[src/rtl/spi_pkg.sv]
// Shared types for the SPI burst sequencer: FSM state encoding and the latched burst command.
package spi_pkg;

  localparam int CS_MAX_W = 3;
  localparam int CNT_W    = 16;

  typedef enum logic [2:0] {
    ST_IDLE     = 3'd0,
    ST_CS_SETUP = 3'd1,
    ST_ISSUE    = 3'd2,
    ST_WAIT     = 3'd3,
    ST_CS_HOLD  = 3'd4
  } state_t;

  typedef struct packed {
    logic [7:0]          len;
    logic [CS_MAX_W-1:0] cs;
    logic                keep;
  } burst_cmd_t;

endpackage

[src/rtl/spi_sync_fifo.sv]
// Single-clock FIFO with occupancy counter; reads are combinational from the head entry.
module spi_sync_fifo #(
  parameter int DATA_WIDTH = 8,
  parameter int DEPTH      = 8,
  localparam int PTR_W     = $clog2(DEPTH),
  localparam int LVL_W     = PTR_W + 1
) (
  input  logic                  clk_i,
  input  logic                  reset_i,
  input  logic                  push,
  input  logic                  pop,
  input  logic [DATA_WIDTH-1:0] wr_data,
  output logic [DATA_WIDTH-1:0] rd_data,
  output logic                  full,
  output logic                  empty,
  output logic [LVL_W-1:0]      level
);

  logic [DATA_WIDTH-1:0] mem_r [DEPTH];
  logic [PTR_W-1:0]      wr_ptr_r;
  logic [PTR_W-1:0]      rd_ptr_r;
  logic [LVL_W-1:0]      level_r;
  logic                  push_ok_s;
  logic                  pop_ok_s;

  // A push while full is dropped even if a pop frees a slot in the same cycle.
  assign full      = (level_r == LVL_W'(DEPTH));
  assign empty     = (level_r == LVL_W'(0));
  assign level     = level_r;
  assign push_ok_s = push & ~full;
  assign pop_ok_s  = pop & ~empty;
  assign rd_data   = empty ? {DATA_WIDTH{1'b0}} : mem_r[rd_ptr_r];

  // Pointer and occupancy bookkeeping.
  always_ff @(posedge clk_i or posedge reset_i) begin
    if (reset_i) begin
      wr_ptr_r <= PTR_W'(0);
      rd_ptr_r <= PTR_W'(0);
      level_r  <= LVL_W'(0);
    end else begin
      if (push_ok_s) begin
        wr_ptr_r <= wr_ptr_r + PTR_W'(1);
      end
      if (pop_ok_s) begin
        rd_ptr_r <= rd_ptr_r + PTR_W'(1);
      end
      case ({push_ok_s, pop_ok_s})
        2'b10:   level_r <= level_r + LVL_W'(1);
        2'b01:   level_r <= level_r - LVL_W'(1);
        default: level_r <= level_r;
      endcase
    end
  end

  // Storage array write port.
  always_ff @(posedge clk_i) begin
    if (push_ok_s) begin
      mem_r[wr_ptr_r] <= wr_data;
    end
  end

endmodule

[src/rtl/spi_burst_sequencer.sv]
// Burst sequencer in front of the SPI engine: TX/RX buffering, word-by-word issue and
// chip-select framing with programmable setup/hold.
module spi_burst_sequencer
  import spi_pkg::*;
#(
  parameter int DATA_WIDTH      = 8,
  parameter int FIFO_DEPTH      = 8,
  parameter int NUM_CS          = 4,
  parameter int CS_SETUP_CYCLES = 2,
  parameter int CS_HOLD_CYCLES  = 2,
  localparam int CS_IDX_W       = (NUM_CS > 1) ? $clog2(NUM_CS) : 1,
  localparam int LVL_W          = $clog2(FIFO_DEPTH) + 1
) (
  input  logic                  clk_i,
  input  logic                  reset_i,
  input  logic                  cmd_valid_i,
  output logic                  cmd_ready_o,
  input  logic [7:0]            cmd_len_i,
  input  logic [CS_IDX_W-1:0]   cmd_cs_i,
  input  logic                  cmd_keep_cs_i,
  input  logic [DATA_WIDTH-1:0] wr_data_i,
  input  logic                  wr_valid_i,
  output logic                  wr_ready_o,
  output logic [DATA_WIDTH-1:0] rd_data_o,
  output logic                  rd_valid_o,
  input  logic                  rd_ready_i,
  output logic [DATA_WIDTH-1:0] eng_tx_data_o,
  output logic                  eng_tx_valid_o,
  input  logic                  eng_tx_ready_i,
  input  logic [DATA_WIDTH-1:0] eng_rx_data_i,
  input  logic                  eng_rx_valid_i,
  output logic [NUM_CS-1:0]     cs_n_o,
  output logic                  busy_o,
  output logic                  done_o,
  output logic [LVL_W-1:0]      tx_level_o,
  output logic [LVL_W-1:0]      rx_level_o
);

  state_t              state_r, state_s;
  burst_cmd_t          cmd_r, cmd_s;
  logic [7:0]          rem_r, rem_s;
  logic [CNT_W-1:0]    cnt_r, cnt_s;
  logic                held_r, held_s;
  logic [CS_MAX_W-1:0] held_cs_r, held_cs_s;
  logic                switch_r, switch_s;
  logic                done_r, done_s;
  logic                busy_r;
  logic [NUM_CS-1:0]   cs_n_r, cs_n_s;
  logic                cs_on_s;
  logic [CS_MAX_W-1:0] cs_idx_s;
  logic                tx_pop_s, rx_push_s;
  logic                tx_empty_s, tx_full_s, rx_empty_s, rx_full_s;

  spi_sync_fifo #(.DATA_WIDTH(DATA_WIDTH), .DEPTH(FIFO_DEPTH)) u_tx_fifo (
    .clk_i   (clk_i),
    .reset_i (reset_i),
    .push    (wr_valid_i),
    .pop     (tx_pop_s),
    .wr_data (wr_data_i),
    .rd_data (eng_tx_data_o),
    .full    (tx_full_s),
    .empty   (tx_empty_s),
    .level   (tx_level_o)
  );

  spi_sync_fifo #(.DATA_WIDTH(DATA_WIDTH), .DEPTH(FIFO_DEPTH)) u_rx_fifo (
    .clk_i   (clk_i),
    .reset_i (reset_i),
    .push    (rx_push_s),
    .pop     (rd_ready_i),
    .wr_data (eng_rx_data_i),
    .rd_data (rd_data_o),
    .full    (rx_full_s),
    .empty   (rx_empty_s),
    .level   (rx_level_o)
  );

  // Only one word is ever in flight, so a free RX slot at issue time guarantees no overflow.
  assign eng_tx_valid_o = (state_r == ST_ISSUE) & ~tx_empty_s & ~rx_full_s;
  assign cmd_ready_o    = (state_r == ST_IDLE);
  assign wr_ready_o     = ~tx_full_s;
  assign rd_valid_o     = ~rx_empty_s;
  assign cs_n_o         = cs_n_r;
  assign busy_o         = busy_r;
  assign done_o         = done_r;

  // Next-state, counters and FIFO strobes.
  always_comb begin
    state_s   = state_r;
    cmd_s     = cmd_r;
    rem_s     = rem_r;
    cnt_s     = cnt_r;
    held_s    = held_r;
    held_cs_s = held_cs_r;
    switch_s  = switch_r;
    done_s    = 1'b0;
    tx_pop_s  = 1'b0;
    rx_push_s = 1'b0;
    case (state_r)
      ST_IDLE: begin
        if (cmd_valid_i) begin
          cmd_s.len  = cmd_len_i;
          cmd_s.cs   = CS_MAX_W'(cmd_cs_i);
          cmd_s.keep = cmd_keep_cs_i;
          rem_s      = cmd_len_i;
          cnt_s      = CNT_W'(0);
          if (held_r && (held_cs_r == CS_MAX_W'(cmd_cs_i))) begin
            held_s  = 1'b0;
            state_s = ST_ISSUE;
          end else if (held_r) begin
            switch_s = 1'b1;
            state_s  = ST_CS_HOLD;
          end else begin
            state_s = (CS_SETUP_CYCLES == 0) ? ST_ISSUE : ST_CS_SETUP;
          end
        end else begin
          state_s = ST_IDLE;
        end
      end
      ST_CS_SETUP: begin
        if (cnt_r == CNT_W'(CS_SETUP_CYCLES - 1)) begin
          cnt_s   = CNT_W'(0);
          state_s = ST_ISSUE;
        end else begin
          cnt_s = cnt_r + CNT_W'(1);
        end
      end
      ST_ISSUE: begin
        if (eng_tx_valid_o && eng_tx_ready_i) begin
          tx_pop_s = 1'b1;
          state_s  = ST_WAIT;
        end else begin
          state_s = ST_ISSUE;
        end
      end
      ST_WAIT: begin
        if (eng_rx_valid_i) begin
          rx_push_s = 1'b1;
          if (rem_r != 8'd0) begin
            rem_s   = rem_r - 8'd1;
            state_s = ST_ISSUE;
          end else if (cmd_r.keep) begin
            held_s    = 1'b1;
            held_cs_s = cmd_r.cs;
            done_s    = 1'b1;
            state_s   = ST_IDLE;
          end else if (CS_HOLD_CYCLES == 0) begin
            done_s  = 1'b1;
            state_s = ST_IDLE;
          end else begin
            cnt_s    = CNT_W'(0);
            switch_s = 1'b0;
            state_s  = ST_CS_HOLD;
          end
        end else begin
          state_s = ST_WAIT;
        end
      end
      ST_CS_HOLD: begin
        // An index switch spends one extra cycle here with all selects released.
        if (switch_r && (cnt_r == CNT_W'(CS_HOLD_CYCLES))) begin
          held_s   = 1'b0;
          switch_s = 1'b0;
          cnt_s    = CNT_W'(0);
          state_s  = (CS_SETUP_CYCLES == 0) ? ST_ISSUE : ST_CS_SETUP;
        end else if (!switch_r && (cnt_r == CNT_W'(CS_HOLD_CYCLES - 1))) begin
          cnt_s   = CNT_W'(0);
          done_s  = 1'b1;
          state_s = ST_IDLE;
        end else begin
          cnt_s = cnt_r + CNT_W'(1);
        end
      end
      default: begin
        state_s = ST_IDLE;
      end
    endcase
  end

  // Chip-select decode from the next state so cs_n_o comes straight from a flop.
  always_comb begin
    cs_on_s  = 1'b0;
    cs_idx_s = cmd_s.cs;
    cs_n_s   = {NUM_CS{1'b1}};
    if ((state_s == ST_CS_HOLD) && switch_s) begin
      cs_on_s  = (cnt_s < CNT_W'(CS_HOLD_CYCLES));
      cs_idx_s = held_cs_s;
    end else if (state_s != ST_IDLE) begin
      cs_on_s = 1'b1;
    end else if (held_s) begin
      cs_on_s  = 1'b1;
      cs_idx_s = held_cs_s;
    end else begin
      cs_on_s = 1'b0;
    end
    for (int i = 0; i < NUM_CS; i++) begin
      if (cs_on_s && (cs_idx_s == CS_MAX_W'(i))) begin
        cs_n_s[i] = 1'b0;
      end else begin
        cs_n_s[i] = 1'b1;
      end
    end
  end

  // State and registered output update.
  always_ff @(posedge clk_i or posedge reset_i) begin
    if (reset_i) begin
      state_r   <= ST_IDLE;
      cmd_r     <= '{len: 8'd0, cs: CS_MAX_W'(0), keep: 1'b0};
      rem_r     <= 8'd0;
      cnt_r     <= CNT_W'(0);
      held_r    <= 1'b0;
      held_cs_r <= CS_MAX_W'(0);
      switch_r  <= 1'b0;
      done_r    <= 1'b0;
      busy_r    <= 1'b0;
      cs_n_r    <= {NUM_CS{1'b1}};
    end else begin
      state_r   <= state_s;
      cmd_r     <= cmd_s;
      rem_r     <= rem_s;
      cnt_r     <= cnt_s;
      held_r    <= held_s;
      held_cs_r <= held_cs_s;
      switch_r  <= switch_s;
      done_r    <= done_s;
      busy_r    <= (state_s != ST_IDLE) | held_s;
      cs_n_r    <= cs_n_s;
    end
  end

endmodule

[config.mk]
export PLATFORM = sky130hd
export DESIGN_NAME = spi_burst_sequencer
export DESIGN_NICKNAME = d
export VERILOG_FILES = /design/src/rtl/spi_pkg.sv /design/src/rtl/spi_sync_fifo.sv /design/src/rtl/spi_burst_sequencer.sv
export SDC_FILE = /design/constraint.sdc
export NUM_CORES = 1
export LEC_CHECK = 0
export BUFFER_PORTS_ARGS = -buffer_cell sky130_fd_sc_hd__buf_4
export CAP_MARGIN = 5
export CORE_MARGIN = 1
export CORE_UTILIZATION = 56
export DETAILED_ROUTE_END_ITERATION = 8
export PLACE_DENSITY_LB_ADDON = 0.15
export SYNTH_ARGS = -nofsm -noshare
export SYNTH_HDL_FRONTEND = slang
export SYNTH_SLANG_ARGS = --single-unit
export TNS_END_PERCENT = 100
[constraint.sdc]
create_clock -name clk_i -period 4.3 [get_ports clk_i]
set_input_delay 1.29 -clock clk_i [delete_from_list [all_inputs] [get_ports clk_i]]
set_output_delay 1.29 -clock clk_i [all_outputs]
set_load 0.005 [all_outputs]
# Word level (Yosys, flattened, before mapping)

Memories as Yosys holds them, arrays and structs flattened.
Index checks and enable logic that the tools add are counted.

Register bits: 62
Memory bits (writable): 128
Input bits: 34
Logic and storage cells: 154
Memories kept: 2

$add $sub $neg: 10
Magnitude comparators: 1
Equal/unequal tests: 20
Muxes and demuxes: 72
Bitwise operators: 11
Reduce and logical (&&, ||, !) cells: 21

Memory list:

| name            | depth | width | read ports | clocked after memory_dff | wr ports | RTL line            | source |
|---|---|---|---|---|---|---|---|
| u_rx_fifo.mem_r | 8     | 8     | 1          | 0                        | 1        | spi_sync_fifo.sv:19 | `logic [DATA_WIDTH-1:0] mem_r [DEPTH];` |
| u_tx_fifo.mem_r | 8     | 8     | 1          | 0                        | 1        | spi_sync_fifo.sv:19 |  |

Operators with widths:

| kind                  | count |
|---|---|
| $mux 16               | 7 |
| $pmux 16 s4           | 1 |
| $mux 3                | 16 |
| $mux 8                | 5 |
| $mux 1                | 34 |
| $add 16x1->16 const B | 1 |
| $eq 16x1->1 const B   | 1 |
| $eq 16x2->1 const B   | 1 |
| $lt 16x2->1 const B   | 1 |
| $pmux 4 s2            | 2 |
| $pmux 8 s2            | 1 |
| $pmux 3 s5            | 1 |
| $add 3x1->3 const B   | 4 |
| $eq 3x2->1 const B    | 4 |
| $logic_and 1x1->1     | 9 |
| $add 4x1->4 const B   | 2 |
| $eq 4x4->1 const B    | 2 |
| $logic_not 4->1       | 2 |
| $mux 4                | 2 |
| $reduce_bool 8->1     | 1 |
| $sub 4x1->4 const B   | 2 |
| $sub 8x1->8 const B   | 1 |
| $and 1x1->1           | 6 |
| $eq 3x1->1 const B    | 2 |
| other kinds (15)      | 27 |

# Depth between registers and ports, before layout

Depth after elaboration: 13
Gate-level depth with buffers: 12
Mapped depth without buffers: 11

# Cells and area by module

Synthesis repeated with hierarchy kept, for this count alone.

Cell total of the unflattened synthesis: 632
Area, all modules: 8843.5 µm²

Modules (own cells, without submodules):

| module              | instances | cells an instance | area each (µm²) | sequential area each (µm²) |
|---|---|---|---|---|
| spi_sync_fifo       | 2         | 160               | 3054.2          | 2172.1 |
| spi_burst_sequencer | 1         | 312               | 2735.1          | 1056.0 |

# Worst setup path before layout

OpenSTA, ideal clock, no wires.

Kind: register to output
Start: register u_tx_fifo.rd_ptr_r[0]
End: output port eng_tx_data_o[6]
Arrival time: 2.051 ns
Data required time: 3.010 ns
Path slack: 0.959 ns
Cell stages (with the launch flop): 6
Buffers on the path: 2
Cell sequence: dfrtp_1 > clkbuf_1 > buf_1 > mux4_2 > mux2i_1 > nor2_1

Cells in the longest elaborated chain, start to end: 2

Ends and longest elaborated chain:

| item                   | RTL line                  | source |
|---|---|---|
| start, declared        | spi_sync_fifo.sv:21       | `logic [PTR_W-1:0] rd_ptr_r;` |
| start signal, assigned | spi_sync_fifo.sv:45       | `rd_ptr_r <= rd_ptr_r + PTR_W'(1);` |
| $mem_v2 8x8            | -                         |  |
| $mux 8                 | spi_sync_fifo.sv:32       | `assign rd_data = empty ? {DATA_WIDTH{1'b0}} : mem_r[rd_ptr_r];` |
| end, declared          | spi_burst_sequencer.sv:27 | `output logic [DATA_WIDTH-1:0] eng_tx_data_o,` |

Every way passes these cells.

# Worst setup path after layout

Start: register u_tx_fifo.rd_ptr_r[1]
End: output port eng_tx_data_o[6]

The elaborated chain is that of the path after synthesis.

==> results.md <==
* Worst-skew pair later-pin latency at 0.43 ns
* Area leader, netlist: edfxtp_1
* Final net count at 742
* Crit end category: output pin
* Via density at about 6.0
* Switching power at about 2200 uW
* Post-Syn Area per Cell at between 10 and 15 sq um
* CP Class: reg -> out
* Largest net degree at the start of global routing at 32
* Gp weighted congestion at 0.835
* Distinct cells, synth at 62
* Area growth, synth to finish at 15.2%
* Period utilisation layout at 0.798
* RSZ-0062 raised after global routing: false
* CTS tree: yes
* Initial Utilization at 0.582
* Root buffer cell: clkbuf_16
* WHS at roughly 0.50 ns
* Syn nets at 670
* IO Pins at 68
* CTS buffer count at 17
* Starting DRT DRC Count at 478
* Total Wirelength at 16.4 mm
* Worst EP required at 3.01 ns
* Worst Tran Pin Value at about 1.2 ns
* Fin area at 9900 sq um
* Worst path slowest cell: dfrtp_1
* Synth warn at 0
* Initial antenna violation count at 0
* Share of the synthesized area in the top cell type at 0.447
* Worst-path cell chain: mux4_2, mux2i_1, nor2_1, buf_4
* Wire length per cell at 18.5 microns
* Synthesized cell area at 8590 sq um
* Synth area leaders: edfxtp_1 45%, dfrtp_1 17%, mux4_2 8.4%, mux2i_1 3.4%, nor2_1 2.4%
* Status: finished, final reports clean
* Peak VDD IR at 0.328 mV
* Final setup violation count at 0
* Syn Inst Count at 619
* Diodes inserted at 0
* Crit-path max cell delay at 0.89 ns
* Sequential-to-total area share from yosys stat at 0.629
* Total power at 6470 uW
* Fmax at slightly below 300 MHz
* Worst-path fanout max at 18
* Hold-fix buffers at CTS at 0
* Clock Tree Buf Depth at 2
* CP Launch Type: flop
* Clock skew at 0.0100 ns
* Vias in the first global route at approximately 5.3k
* Minimum clock period at 3.43 ns
* Leakage at 0.00377 uW
* Slew margin rel. at 0.181
* Max-slew violations at 0
* CP Data Arrival Time at 2.14 ns
* Sw Share at 0.338
* DP HPWL at between 10 and 15 mm
* Seq pwr share at 0.422
* Family with the most delay on the worst path: flip-flops
* CTS sink count at 190
* 1st-pass router iterations at 5
* First-pass GRT wire length at 26.5 mm
* GR Overflow Total at 0
* Combinational fraction of design power at 0.345
* Chip width at between 100 and 150 microns
* Max-cap violations at 0
* Synth async-reset ratio at 0.326
* Predominant post-synthesis flop cell: edfxtp_1
* Post-CTS setup buffers at 0
* Cell Area, Placed at just over 9000 sq um
* CP Buf/Inv Count at 1
* Setup TNS at 0 ns
* DIE AREA at 15800 sq um
* H-Tree Level Count at 4
* Int Pwr at 4280 uW
* Min-delay worst type: reg -> reg
* Die H at 126 microns
* Number of synthesized flops with an enable pin at 128
* Post_cts resized at 0
* Clock share of power at 0.233
* GR Util All Layers at 0.220
* Core area at around 15000 sq um
* Row count at 44
* # port buffers at 67
* Hold Fails Final Rpt at 0
* Share of cells above drive strength 1 at 0.232
* Drt drc at 0
* Clk pin slew, worst setup/hold paths at 0.07 ns
* Yosys reg bits at 190
* Vias at 5293
* DRT antenna net count at 0
* Power per cell area at 654 nW/um^2
[per-layer routing]
layer	track usage	routed length (microns)	vias to the layer above
li1	-	-	2489
met1	0.290	7300	2645
met2	0.369	8300	140
met3	0.0442	635	19
met4	0.0758	203	0
met5	0	0	-
[flip-flops by register name, indices dropped and copies added, names as in the netlist]
register            flops
u_tx_fifo.level         4
state_r                 3
u_tx_fifo.mem_r        64
u_rx_fifo.wr_ptr_r      3
cnt_r                  16
busy_o                  1
cmd_r                   4
rem_r                   8
u_rx_fifo.level         4
done_o                  1
held_r                  1
switch_r                1
held_cs_r               3
u_rx_fifo.rd_ptr_r      3
cs_n_o                  4
u_tx_fifo.wr_ptr_r      3
u_rx_fifo.mem_r        64
u_tx_fifo.rd_ptr_r      3
[per-stage QoR]
step | instances | worst slack, ns | util
after floorplan | 619 | 0.959 | -
after detailed placement | 856 | 0.973 | 0.633
after global routing | 888 | 0.796 | 0.671
final | 888 | 0.871 | 0.671
after CTS | 888 | 0.846 | 0.671
after global placement | 856 | 1.04 | 0.633
[cell usage after synthesis, types with 3 or more instances]
library cell and count:
inv_1 25, mux4_2 32, nor3_1 12, and4_1 3
xor2_1 5, o31ai_1 7, dfrtp_1 58, or3_1 5
nand3_1 16, a21oi_1 14, nand2b_1 6, buf_1 7
edfxtp_1 128, xnor2_1 15, mux2i_1 29, nor2b_1 6
nor2_1 54, o21a_1 3, dfstp_2 4, nor4_1 12
nand2_1 39, mux2_2 5, nand4_1 4, ha_1 15
clkbuf_1 21, nor4b_1 3, a31oi_1 4, a311oi_1 3
o21ai_1 3, o21ai_0 38, nor3b_1 3
[cell usage in the layout, fill, tap and decap left out, types with 7 or more instances in the layout]
cell and instances:
ha_1 15, mux2i_1 29, dfrtp_1 58, edfxtp_1 128, nor3_1 12, a21oi_1 14
xnor2_1 15, nor4_1 12, mux4_2 32, o31ai_1 7, nand3_1 16, clkbuf_16 17
buf_4 82, o21ai_0 38, nand2_1 39, inv_1 24, nor2_1 54
[cell type report]
class | instances | area, sq um
Clock buffer | 19 | 433
Clock inverter | 13 | 131
Fill cell | 1071 | 4860
Inverter | 25 | 93.8
Multi-Input combinational cell | 375 | 2990
Sequential cell | 190 | 5400
Tap cell | 184 | 230
Timing Repair Buffer | 82 | 616
[power by group through the flow]
stage	combinational, uW	clock, uW	sequential (uW)
2_1_floorplan	1640	0	2550
3_3_place_gp	2180	0	2740
3_5_place_dp	2240	0	2760
4_1_cts	2260	1530	2730
5_1_grt	2490	1610	2780
6_report	2230	1510	2730
[worst paths after layout]
check / from / endpoint / slack [ns] / cells past startpoint
worst max-delay path: u_tx_fifo.rd_ptr_r[1] / eng_tx_data_o[6] / 0.87 / 4
worst min-delay path: u_rx_fifo.rd_ptr_r[0] / u_rx_fifo.rd_ptr_r[0] / 0.50 / 1
worst max register to register: cnt_r[11] / cs_n_o[0] / 1.05 / 8
worst min register to register: u_rx_fifo.rd_ptr_r[0] / u_rx_fifo.rd_ptr_r[0] / 0.50 / 1
max in group asynchronous: reset_i / cs_n_o[0] / 2.55 / 3
min in group asynchronous: reset_i / u_rx_fifo.level[1] / 0.96 / 2
[kinds of logic (layout without fill, tap and decap cells)]
kind of cell             Yosys count  in the layout  share of synthesized area
AND/OR/NAND/NOR                  177            177                      0.104
multiplexers                      67             67                      0.126
AO/OA/AOI/OAI                     94             94                     0.0708
XOR/XNOR                          20             20                     0.0204
buffers and inverters             54            139                     0.0237
adder cells (fa/ha/maj)           17             17                     0.0265
flip-flops                       190            190                      0.629
Power figures use the tool's default switching activity.
